--- src/rtl/fsmv_block_seq.sv ---
// fsmv_block_seq: column load and block-wise read-out sequencer
// for N_CONV parallel convolvers sharing one dual-port image RAM.
module fsmv_block_seq #(
  parameter int NB_ADDRESS = 10,
  parameter int NB_IMAGE   = 10,
  parameter int N_CONV     = 4,
  parameter int RD_LAT     = 1,
  parameter int CONV_LAT   = 2
) (
  input  logic                  i_CLK,
  input  logic                  i_reset,
  input  logic                  i_load,
  input  logic                  i_valid,
  input  logic                  i_SoP,
  input  logic [NB_IMAGE-1:0]   i_imgLength,
  input  logic                  i_ready,
  output logic [NB_ADDRESS-1:0] o_writeAdd,
  output logic [NB_ADDRESS-1:0] o_readAdd,
  output logic                  o_fsm2convVld,
  output logic                  o_changeBlock,
  output logic                  o_EoP,
  output logic                  o_loadDone,
  output logic                  o_busy,
  output logic                  o_err
);

  localparam int PIPE_LAT = RD_LAT + CONV_LAT;
  localparam logic [31:0] AMAX = 32'((64'd1 << NB_ADDRESS) - 64'd1);
  localparam logic [PIPE_LAT-1:0] TOP = PIPE_LAT'(1) << (PIPE_LAT - 1);

  typedef enum logic [1:0] {
    IDLE,
    LOAD,
    RUN,
    DRAIN
  } state_t;

  state_t                state;
  logic [NB_ADDRESS-1:0] l_q;
  logic [NB_ADDRESS-1:0] col;
  logic [NB_ADDRESS-1:0] row_base;
  logic [NB_ADDRESS-1:0] rd_add;
  logic                  issue;
  logic                  last_col;
  logic [PIPE_LAT-1:0]   sv;
  logic [PIPE_LAT-1:0]   sl;
  logic [NB_ADDRESS-1:0] sa [PIPE_LAT];
  logic                  load_done;
  logic                  eop;
  logic                  busy;
  logic                  err;

  logic len_bad;
  logic col_end;
  logic final_blk;
  logic pend;

  assign len_bad   = 32'(i_imgLength) > AMAX;
  assign col_end   = (col == l_q);
  assign final_blk = (32'(row_base) + 32'(N_CONV)) > 32'(l_q);
  // Anything still short of the write-back output stage keeps DRAIN alive.
  assign pend      = issue | (|(sv & ~TOP));

  always_ff @(posedge i_CLK or negedge i_reset) begin
    if (!i_reset) begin
      state     <= IDLE;
      l_q       <= '0;
      col       <= '0;
      row_base  <= '0;
      rd_add    <= '0;
      issue     <= 1'b0;
      last_col  <= 1'b0;
      sv        <= '0;
      sl        <= '0;
      for (int k = 0; k < PIPE_LAT; k++) sa[k] <= '0;
      load_done <= 1'b0;
      eop       <= 1'b0;
      busy      <= 1'b0;
      err       <= 1'b0;
    end else begin
      eop      <= 1'b0;
      issue    <= 1'b0;
      last_col <= 1'b0;
      sv       <= (sv << 1) | PIPE_LAT'(issue);
      sl       <= (sl << 1) | PIPE_LAT'(issue & last_col);
      if (state == RUN || state == DRAIN) begin
        for (int k = PIPE_LAT - 1; k > 0; k--) sa[k] <= sa[k-1];
        sa[0] <= rd_add;
      end
      case (state)
        IDLE: begin
          if (i_load) begin
            l_q       <= NB_ADDRESS'(i_imgLength);
            load_done <= 1'b0;
            if (len_bad) err <= 1'b1;
            else state <= LOAD;
          end else if (i_SoP && load_done) begin
            state <= RUN;
            busy  <= 1'b1;
          end
        end
        LOAD: begin
          if (!i_load) begin
            state            <= IDLE;
            sa[PIPE_LAT-1]   <= '0;
          end else if (i_valid && !load_done) begin
            if (sa[PIPE_LAT-1] == l_q) load_done <= 1'b1;
            else sa[PIPE_LAT-1] <= sa[PIPE_LAT-1] + 1'b1;
          end
        end
        RUN: begin
          if (i_ready) begin
            issue    <= 1'b1;
            rd_add   <= col;
            last_col <= col_end;
            if (col_end) begin
              col <= '0;
              if (final_blk) state <= DRAIN;
              else row_base <= row_base + NB_ADDRESS'(N_CONV);
            end else begin
              col <= col + 1'b1;
            end
          end
        end
        DRAIN: begin
          if (!pend) begin
            state          <= IDLE;
            busy           <= 1'b0;
            eop            <= 1'b1;
            load_done      <= 1'b0;
            rd_add         <= '0;
            row_base       <= '0;
            sa[PIPE_LAT-1] <= '0;
          end
        end
        default: state <= IDLE;
      endcase
    end
  end

  assign o_writeAdd    = sa[PIPE_LAT-1];
  assign o_readAdd     = rd_add;
  assign o_fsm2convVld = sv[RD_LAT-1];
  assign o_changeBlock = sl[RD_LAT-1];
  assign o_EoP         = eop;
  assign o_loadDone    = load_done;
  assign o_busy        = busy;
  assign o_err         = err;

endmodule
--- config.mk ---
export PLATFORM = sky130hd
export DESIGN_NAME = fsmv_block_seq
export DESIGN_NICKNAME = d
export VERILOG_FILES = /design/src/rtl/fsmv_block_seq.sv
export SDC_FILE = /design/constraint.sdc
export NUM_CORES = 1
export LEC_CHECK = 0
export CORE_MARGIN = 5
export CORE_UTILIZATION = 57
export DETAILED_ROUTE_END_ITERATION = 10
export GPL_ROUTABILITY_DRIVEN = 0
export HOLD_SLACK_MARGIN = 0.05
export MAX_ROUTING_LAYER = met4
export PLACE_DENSITY = 0.9
export RECOVER_POWER = 25
export SYNTH_ARGS = -nofsm -noshare
export SYNTH_HDL_FRONTEND = slang
export SYNTH_SLANG_ARGS = --single-unit
--- constraint.sdc ---
create_clock -name i_CLK -period 3.55 [get_ports i_CLK]
set_input_delay 0.71 -clock i_CLK [delete_from_list [all_inputs] [get_ports i_CLK]]
set_output_delay 0.71 -clock i_CLK [all_outputs]
set_load 0.02 [all_outputs]
### Word-level counts from Yosys, hierarchy flattened

Index checks and enable logic that the tools add are counted.

| storage, ports and cells | value |
|---|---|
| logic and storage cells | 95 |
| flip-flop bits (word level) | 80 |
| output and inout bits | 26 |

| operators by class | value |
|---|---|
| add/subtract/negate cells | 4 |
| bitwise logic cells | 4 |
| order comparisons | 1 |
| reductions and logical operators | 16 |
| muxes and demuxes | 37 |
| equal/unequal tests | 18 |

Operator list:

| operator | count |
|---|---|
| two-way mux 10 bit | 11 |
| case mux 10 bit (2 select lines) | 3 |
| != test 2 bit, second input constant | 12 |
| adder 10 x 1 -> 10 bit, second input constant | 2 |
| == test 10 bit | 2 |
| two-way mux 2 bit | 7 |
| two-way mux 1 bit | 13 |
| AND reduction 6 bit | 2 |
| adder 10 x 3 -> 11 bit, second input constant | 1 |
| greater-than comparator 11 x 10 -> 1 bit | 1 |
| adder 10 x 3 -> 10 bit, second input constant | 1 |
| case mux 2 bit (4 select lines) | 1 |
| AND reduction 5 bit | 1 |
| == test 2 bit, second input constant | 2 |
| AND reduction 2 bit | 2 |
| AND reduction 4 bit | 1 |
| nonzero test 2 bit | 2 |
| != test 3 bit, second input constant | 1 |
| case mux 1 bit (3 select lines) | 1 |
| AND reduction 3 bit | 1 |
| nonzero test 3 bit | 1 |
| == test 2 x 1 -> 1 bit, second input constant | 1 |
| logical AND 1 bit | 2 |
| zero test 2 bit | 1 |
| 8 further kinds | 8 |

### Longest topological paths before layout

| depth | value |
|---|---|
| depth after elaboration | 7 |
| mapped depth | 12 |
| depth with buffers taken out | 12 |

### Worst setup path after synthesis

No wires, ideal clock.

| timing | value |
|---|---|
| kind | register to register |
| start point | register row_base[2] |
| end point | register row_base[2] |
| path buffers | 0 |
| library setup time | 125 ps |
| slack | 880 ps |
| period minus slack after synthesis | 2670 ps |
| data required time | 3425 ps |
| arrival | 2545 ps |
| stages on the path, launching flop included | 13 |
| path through | dfrtp_1 > ha_1 > nand2_1 > nor2_1 > nand2_1 > xnor2_1 > ha_1 > a21o_1 > a211oi_1 > o211a_1 > o21ai_2 > a31o_4 > mux2_4 |

| on the way | value |
|---|---|
| longest elaborated chain between the ends | 5 |
| elaborated cells between the ends (all ways) | 9 |

Ends and longest elaborated chain:

| element | RTL line | RTL |
|---|---|---|
| start, declared | 41 | `logic [NB_ADDRESS-1:0] row_base;` |
| start signal, assigned | 119 | `else row_base <= row_base + NB_ADDRESS'(N_CONV);` |
| parallel branches: the longest is 5 deep, another holds adder 10 x 3 -> 11 bit | - |  |

Several ways; the timed one is not identified. The select of a mux whose other input is x is not followed.
A chain may end at the register's enable or synchronous reset.

### Worst setup path in the final report

Ends and elaborated chain as after synthesis.

==> impl_metrics.yaml <==
clocking:
  clk_latency_ns: 0.36
  cts_tree: "yes"
  clockBufferDepth: 2
  cts-resized-gates: 0
  cts_buffers: 9
  clk_transition_reported_paths_ns: 0.08
  ctsHoldBuffers: 0
  root_buffer: "clkbuf_8"
  post-cts-setup-buffers: 0
  clock_sinks: 78
  htreeDepth: 3
sta:
  holdWs_ns: 0.444
  slew_headroom_pct: -24.3
  setup_viol: 0
  fin_setup_tns_ns: 0
  rsz0062_at_grt: "false"
  period_minus_slack_ns: 3.08
  slew_violations: 79
  hold_viol: 0
  finClkSkew_ns: 0.00809
  tightest_slew_ns: 1.86
  clock.fmax_mhz: 324
  timing.final.crit_share_pct: 86.8
die:
  die_h_um: 94.0
  core_um2: 6830
  placementRows: 30
  die_x_um: 94.0
  initial_core_util_pct: 58.9
  die_area_um2: 8840
  io-pin-count: 42
worst_setup_path:
  slowest_delay_ns: 0.41
  end_kind: "flop"
  crit_path_max_fanout: 7
  required_ns: 3.79
  slowest_stage: "dfrtp_1"
  arrival_ns: 3.32
  rrSetupSlack_ns: 0.47
  path_class: "reg2reg"
  start_kind: "flop"
  crit_chain: "ha_1, nand2_1, nor2_1, nand2_1, xnor2_1, ha_1, a21o_1, a211oi_1, o211a_1, o21ai_2, a31o_4, mux2_4"
status:
  violations: "capacitance limit, slew limit"
  outcome: "complete, but fails checks"
power_and_ir_drop:
  p_per_area_nw_per_um2: 403
  p_sw_share_pct: 25.5
  p_int_mw: 1.40
  power_frac_comb_pct: 9.4
  p_leak_nw: 2.15
  max-vdd-ir-drop_mv: 0.210
  pwr-share-clk_pct: 40.3
  seq_power_share_pct: 50.2
  p_sw_uw: 480
global_routing:
  grt_use_total_pct: 22.9
  grt-ovfl-total: 0
  grt_pass1_vias: 3050
  grt_pass1_wl_um: 15200
  grt_max_degree: 79
  antenna_found_initial: 0
run:
  maxCapViolations: 1
synth:
  synth_cells: 393
  synth_edf_count: 0
  yosysWarnings: 0
  async_flop_share_pct: 100
  syn_area_um2: 4020
  ys_types: 56
  synth-seq-cells: 78
  syn_nets: 420
  syn_avg_cell_area_um2: 10.2
  synth_seq_area_share_pct: 48.5
  yosys_most_used_dff: "dfrtp_1"
drt:
  viasPerCell: 5.96
  post-route-drc-count: 0
  wirelength_um: 9080
  routedWlPerCell_um: 17.2
  vias: 3145
  drt_iter0_markers: 256
  ant_nets: 0
  dr.pass1.iters: 5
placed_design:
  post-dp-hpwl_um: 6460
  io_buffers: 40
hold_path:
  holdCritPathClass: "reg2reg"
final_layout:
  areaGrowthSynthToFinish_pct: 16.1
  final_common_cell: "dfrtp_1"
  drive_above_1_share_pct: 13.0
  fin_nets: 454
  final_util_pct: 68.4
  n_antenna_cell: 0
  final_cell_mix: "dfrtp_1, nand2_1, clkdlybuf4s50_1"
## metal layers
| layer | routed length, µm | global-route usage, % |
|---|---|---|
| met1 | 3830 | 29.7 |
| met2 | 4480 | 36.5 |
| met3 | 503 | 2.72 |
| met4 | 271 | 10.2 |
| met5 | 0 | - |
## power groups by stage
stage          Clock (mW)  Sequential (mW)  Combinational, mW
2_1_floorplan           0            0.947              0.117
3_3_place_gp            0            0.960              0.164
3_5_place_dp            0            0.963              0.174
4_1_cts             0.771            0.945              0.178
5_1_grt             0.803            0.950              0.197
6_report            0.760            0.946              0.178
## synth_stat cells, drive strengths merged, types with 2 or more instances
| cell type | n | area (µm²) |
|---|---|---|
| a211oi | 4 | 30.0 |
| a21oi | 9 | 56.3 |
| a221o | 2 | 20.0 |
| a22o | 3 | 26.3 |
| and3 | 8 | 50.1 |
| buf | 18 | 120 |
| clkbuf | 4 | 15.0 |
| dfrtp | 78 | 1950 |
| ha | 11 | 138 |
| inv | 15 | 56.3 |
| mux2 | 23 | 263 |
| mux2i | 3 | 30.0 |
| nand2 | 53 | 199 |
| nand2b | 4 | 25.0 |
| nand3 | 23 | 115 |
| nand4 | 6 | 37.5 |
| nor2 | 21 | 78.8 |
| nor2b | 5 | 31.3 |
| nor3 | 5 | 35.0 |
| nor3b | 3 | 27.5 |
| nor4 | 2 | 25.0 |
| o21ai | 32 | 164 |
| o22ai | 3 | 18.8 |
| o311ai | 5 | 51.3 |
| o31ai | 3 | 22.5 |
| or3 | 2 | 12.5 |
| xnor2 | 17 | 149 |
| xor2 | 14 | 123 |
## registers in the layout, summed over array words and instances (netlist names), 2 cells and up
name,flops
o_readAdd,10
row_base,8
o_writeAdd,10
sv,2
sa,20
state,2
col,10
l_q,10
## area by class of cell
cell class / instances / area [µm²]
multi-input combinational: 277 / 1880
fill: 488 / 2160
clock inverter: 6 / 93.8
clock buffer: 10 / 138
sequential: 78 / 1950
inverter: 16 / 60.1
tap: 96 / 120
timing repair buffer: 45 / 433
## final timing paths
path / to / startpoint / cells past startpoint
max: row_base[2]$_DFFE_PN0P_ / row_base[2]$_DFFE_PN0P_ / 12
min: sv[1]$_DFF_PN0_ / sv[0]$_DFF_PN0_ / 0
max reg2reg: row_base[2]$_DFFE_PN0P_ / row_base[2]$_DFFE_PN0P_ / 12
min reg2reg: sv[1]$_DFF_PN0_ / sv[0]$_DFF_PN0_ / 0
max in group asynchronous: l_q[9]$_DFFE_PN0P_ / i_reset / 1
min in group asynchronous: o_readAdd[5]$_DFFE_PN0P_ / i_reset / 1
## logic make-up (layout without fill, tap and decap cells)
group	Yosys count	in the layout	share of synthesized area [%]
adder cells (fa/ha/maj)	11	11	3.42
AO/OA/AOI/OAI	73	73	12.7
AND/OR/NAND/NOR	135	135	16.4
XOR/XNOR	31	31	6.75
buffers and inverters	38	77	4.85
other	1	1	0.0932
flip-flops	78	78	48.5
multiplexers	26	26	7.28
## stage by stage
stage	cell area (µm²)	instances	power (mW)	worst slack [ns]
global placement	4440	512	1.12	0.715
global route	4670	528	1.95	0.342
floorplan	4020	393	1.06	0.880
finish	4670	528	1.88	0.467
CTS	4670	528	1.89	0.482
detailed placement	4440	512	1.14	0.513
## critical path: cells and delay by family (launching register included)
| family | cells | cell delay, ns |
|---|---|---|
| AND/OR/NAND/NOR | 3 | 0.33 |
| XOR/XNOR | 1 | 0.26 |
| multiplexers | 1 | 0.26 |
| adder cells (fa/ha/maj) | 2 | 0.58 |
| AO/OA/AOI/OAI | 5 | 1.13 |
| flip-flops | 1 | 0.41 |
Note: power is estimated with default switching activity, not from simulation.
==> edit 1 (same flow settings) <==
`CONV_LAT`: 2 -> 4.
--- a/src/rtl/fsmv_block_seq.sv
+++ b/src/rtl/fsmv_block_seq.sv
@@ -6,5 +6,5 @@
   parameter int N_CONV     = 4,
   parameter int RD_LAT     = 1,
-  parameter int CONV_LAT   = 2
+  parameter int CONV_LAT   = 4
 ) (
   input  logic                  i_CLK,
Formal check against the unedited RTL: not equivalent (Yosys sat finds a counterexample within 10 cycles, from zero or initial values and one cycle with i_reset low).
==> edit 1 against the unedited design <==
The flow still finishes with violations (max-capacitance violations, max-slew violations); setup slack gained 0.37 ns; critical path depth shrank 3; routed wire length grew 19%; sequential cell count grew 22; core utilization shrank 2.3 points; synthesized area grew 19%; non-clock buffer count grew 1; final area grew 16%; critical endpoint is now row_base[8].
Power is not compared: it rests on default switching activity, and its combinational part moved more than twofold at a synthesized area within 25%.
==> edit 1: results (changes against the unedited design) <==
- The clock insertion delay at the later pin of the skew report is 0.38 ns (+0.02 ns).
- The overall global routing resource usage is 0.237 (+0.00769).
- The data arrival time of the critical path is 3.01 ns (-0.31 ns).
- The starting DRC count in detailed routing was 212 (-17%).
- The flip-flop count of the largest register after layout is 40 (+100%).
- The net count reported at finish came to 499 (+9.9%).
- The wire length of the first global-routing pass was 18200 microns (+20%).
- The final count of pins violating max slew is 71 (-10%).
- The routing usage on met1 is 0.298 (+0.00177).
- The total of max-cap violations came to 1 (unchanged).
- The fraction of final layout cells sized beyond drive strength 1 is 0.149 (+0.0192).
- The via density per instance is 5.98 (+0.44%).
- The fill cell instance count of the final layout is 605 (+24%).
- The number of global-route vias before repair is 3588 (+18%).
- The run finished, with violations left.
- The checks that failed: max-capacitance violations, max-slew violations.
- The worst max-slew margin expressed relative to the limit was -0.147 (+0.0958).
- The met3 track utilization from global routing is 0.0262 (-0.00107).
- The number of endpoints failing setup at the final stage is 0 (unchanged).
- The worst slack at placement was 0.884 ns (+0.371 ns).
- The share of Yosys cell area claimed by the top area cell type is 0.521 (+0.0359).
- The clock transition at the register clock pins on the worst setup and hold paths after CTS came to 0.10 ns (+0.02 ns).
- The maximum net fanout on the critical path came to 8 (+1).
- The pin count of the biggest net entering global routing came to 71 (-10%).
- The aggregate routed wire length is 10800 microns (+19%).
- The total placed instance area came to 0.00523 sq mm (+18%).
- The worst clock skew on the final layout is 0.0134 ns (+0.00532 ns).
- The fraction of the mapped netlist area in compound gates was 0.101 (-0.0261).
- The sum of net half-perimeters after detailed placement was 7530 microns (+17%).
- The adder and majority gate portion of the synthesized area was 0.0287 (-0.00555).
- Ranked by total cell area, the synthesized netlist is headed by dfrtp_1 (52%), mux2_2 (9.8%), nand2_1 (4.9%), ha_1 (2.9%), xnor2_1 (2.7%).
- The post-synthesis sequential area ratio was 0.521 (+0.0359).
- The number of placed instances, taps included came to 566 (+11%).
- The portion of netlist area occupied by mux cells is 0.121 (+0.0486).
- The average wire per cell in the routed design was 18.5 microns (+7.8%).
-- edit 1: cell types whose count changed in the layout (fill, tap and decap cells not counted), sizes merged, moves of 4 or more --
cell,change
dfrtp,+22
a21oi,-4
mux2i,+8
and3,-4
o211ai,+6
o21ai,-7
mux2,+19
a21o,+4
nand3,-5
a211oi,-4
nor2,-6
inv,+12
nand2,+10
-- edit 1: path summary, 6_finish.rpt --
path	start	depth (start not counted)	slack (ns)	endpoint
max	row_base[2]	9	0.84	row_base[8]
min	sv[2]	0	0.39	sv[3]
max reg2reg	row_base[2]	9	0.84	row_base[8]
min reg2reg	sv[2]	0	0.39	sv[3]
max in group asynchronous	i_reset	2	1.67	col[3]
min in group asynchronous	i_reset	1	0.77	o_EoP
-- edit 1: stage by stage --
stage	hold WS [ns]	utilization
detailed placement	0.362	0.636
global route	0.404	0.661
CTS	0.387	0.661
finish	0.390	0.661
floorplan	0.354	-
global placement	0.358	0.636
-- edit 1: final cells by class --
cell class	instances	area share
clock buffers	10	0.0235
clock inverters	6	0.0141
inverters	24	0.0166
multi-input cells	291	0.379
flip-flops and latches	100	0.461
well taps	105	0.0242
repair buffers	46	0.0811
-- edit 1: kinds of logic after synthesis --
kind of cell	Yosys count
XOR/XNOR	27
AO/OA/AOI/OAI	70
multiplexers	53
AND/OR/NAND/NOR	129
other	1
flip-flops	100
buffers and inverters	48
adder cells (fa/ha/maj)	11
-- edit 1: layer usage --
metal / wire length (microns) / part of all wire / up-vias
met5: 0 / 0 / -
met4: 282 / 0.026 / 0
met3: 506 / 0.047 / 26
met2: 5550 / 0.51 / 112
met1: 4450 / 0.41 / 1744
li1: - / - / 1600
==> edit 2 (same settings) <==
Made on the original files. Make the reset (`i_reset`) synchronous in one clocked block.
--- a/src/rtl/fsmv_block_seq.sv
+++ b/src/rtl/fsmv_block_seq.sv
@@ -62,5 +62,5 @@
   assign pend      = issue | (|(sv & ~TOP));
 
-  always_ff @(posedge i_CLK or negedge i_reset) begin
+  always_ff @(posedge i_CLK) begin
     if (!i_reset) begin
       state     <= IDLE;
Check against the original RTL: differs if i_reset is asserted again (counterexample within 4 cycles, from zero or initial values and one cycle with i_reset low); with i_reset held inactive, the same outputs for 10 cycles.
==> edit 2 against the unedited design <==
Worst hold slack better by 0.038 ns; final area fell by 5.7%; synthesized area is 4.1% lower; core utilization shrank 2.5 points; critical endpoint is now row_base[5]; power decreased by 6.0%; sequential cell count did not move; routed wire length decreased by 12%; critical path type unchanged; setup slack improved by 0.35 ns.
==> edit 2: results (changes against the unedited design) <==
- The number of warnings printed during yosys synthesis came to 0 (unchanged).
- The number of failing hold endpoints at the final stage came to 0 (unchanged).
- Clock tree synthesis selected as its root buffer the cell clkbuf_8.
- The worst clock skew on the final layout was 0.00762 ns (-0.000473 ns).
- The proportion of register bits with asynchronous set or reset after synthesis is 0 (-1.00).
- The pin count of the biggest net entering global routing is 21 (-73%).
- The leakage power summed over all cells came to 0.00174 uW (-19%).
- The overall global routing resource usage is 0.202 (-0.0271).
- The total placed instance area is 0.00422 sq mm (-5.1%).
- The later pin in the worst-skew pair is clocked with a latency of around 0.35 ns.
- The number of antenna violations at the first check in global routing is 0 (unchanged).
- The global-route met2 utilization is 0.314 (-0.0510).
- The setup fix buffers added after clock tree synthesis is 0 (unchanged).
- Counting flops per register, the top entry is sa.
- The data arrival time of the critical path came to 2.94 ns (-0.38 ns).
- The maximum net fanout on the critical path was 8 (+1).
- The number of distinct library cell variants in the gate-level netlist after synthesis is 43 (-23%).
- The maximum ir drop on the vdd rail was 0.239 mV (+13%).
- The average wire per cell in the routed design is 15.8 microns (-8.0%).
- Ranked by total cell area, the synthesized netlist is headed by dfxtp_1 (25%), edfxtp_1 (23%), xor2_1 (6.1%), nand2_1 (4.8%), mux2i_1 (4.7%).
- The run finished with clean final reports.
- The number of flops mapped to enable cells by yosys came to 30 (+30).
- The quantity of I/O buffers inserted on ports is 40 (unchanged).
- The number of diodes added for antenna fixing is 0 (unchanged).
- The met3 track utilization from global routing is 0.0500 (+0.0228).
- The fill cell instance count of the final layout is 477 (-2.3%).
- The routing usage on met1 is 0.245 (-0.0519).
- The routed via count is 2827 (-10%).
- The number of H-tree branching levels is 3 (unchanged).
- The depth of the worst register-to-register path is 10 (-2).
- The clock buffer count from CTS is 9 (unchanged).
- The post-synth net total is 419 (-0.24%).
- The length of the first detailed-routing pass in iterations was 5 (unchanged).
- The worst-margin pin slew was 0.749 ns (-1.12 ns).
- The worst min-delay path category is reg2reg.
- The sum of net half-perimeters after detailed placement was 5980 microns (-7.6%).
- The number of global-route vias before repair is 2685 (-12%).
- Clock-pin slew was measured on the worst setup and hold paths at 0.07 ns.
- The starting DRC count in detailed routing is 124 (-52%).
- The commonest cells after synthesis are nand2_1 (49), dfxtp_1 (48), nor2_1 (38).
- The quantity of gates resized following cts is 0 (unchanged).
- The post-synthesis sequential area ratio is 0.482 (-0.00274).
- The wire length of the first global-routing pass is 12700 microns (-16%).
- The number of stages on the worst hold path is 2 (+2).
- The net count reported at finish is 447 (-1.5%).
- The fraction of final layout cells sized beyond drive strength 1 was 0.0612 (-0.0685).
- The maximum clock path buffer count came to 2 (unchanged).
- The flip-flop count of the largest register after layout is 30 (+50%).
edit 2: cell types whose count changed after synthesis, moves of 5 or more:
| cell | unedited run | this run |
|---|---|---|
| dfrtp_1 | 78 | 0 |
| dfxtp_1 | 0 | 48 |
| edfxtp_1 | 0 | 30 |
| o21ai_0 | 29 | 1 |
| mux2_2 | 22 | 4 |
| nor2_1 | 21 | 38 |
| nor2b_1 | 5 | 22 |
| mux2i_1 | 3 | 18 |
| xor2_1 | 14 | 27 |
| a21oi_1 | 8 | 15 |
| a22o_1 | 3 | 9 |
| and3_1 | 8 | 2 |
| buf_2 | 3 | 8 |
edit 2: path summary, 6_finish.rpt:
kind,start,to,slack (ns)
max,row_base[2],row_base[5],0.82
min,o_busy,o_busy,0.48
max reg2reg,row_base[2],row_base[5],0.82
min reg2reg,o_busy,o_busy,0.48
edit 2: layout make-up:
type                    instances  area, sq um  area share
clock inverters                 4         45.0      0.0102
repair buffers                 43          419      0.0952
multi-input cells             273         1780       0.403
clock buffers                  12          145      0.0330
well taps                      80          100      0.0227
inverters                      15         56.3      0.0128
flip-flops and latches         78         1860       0.423
edit 2: worst max-delay path, stage by stage, from the launching register on:
cell and delay, ns:
dfxtp_1 0.41, ha_1 0.23, nand2_1 0.10, nor2_1 0.12, xor2_1 0.22, ha_1 0.28, a21oi_1 0.15, nor2b_1 0.06
a2111o_1 0.39, a32o_1 0.44, mux2i_1 0.20
edit 2: logic make-up after synthesis:
family / count (synthesis) / synth area share
compound gates: 32 / 0.0603
other cells: 1 / 0.000972
simple gates: 165 / 0.210
xor+xnor: 42 / 0.0953
buf+inv: 41 / 0.0571
flops: 78 / 0.482
mux: 22 / 0.0584
fa+ha+maj: 11 / 0.0357
edit 2: per-stage QoR:
stage | instances | hold slack [ns] | worst slack [ns] | power [uW] | util
finish | 505 | 0.482 | 0.821 | 1770 | 0.659
global route | 505 | 0.492 | 0.612 | 1840 | 0.659
CTS | 505 | 0.479 | 0.829 | 1780 | 0.660
detailed placement | 489 | 0.461 | 0.614 | 1150 | 0.631
floorplan | 392 | 0.444 | 1.16 | 1100 | -
global placement | 489 | 0.458 | 0.730 | 1140 | 0.631
edit 2: power breakdown:
group	leakage (uW)	switching (uW)	total [uW]	internal, uW
logic	0.000941	78.1	145	67.3
registers	0.000696	29.0	981	952
clock network	0.0000983	304	645	341
total	0.00174	411	1770	1360
edit 2: routing by layer:
layer / vias up / share of wire
met5: - / 0
met2: 111 / 0.48
met1: 1322 / 0.42
met3: 19 / 0.079
met4: 0 / 0.031
li1: 1375 / -
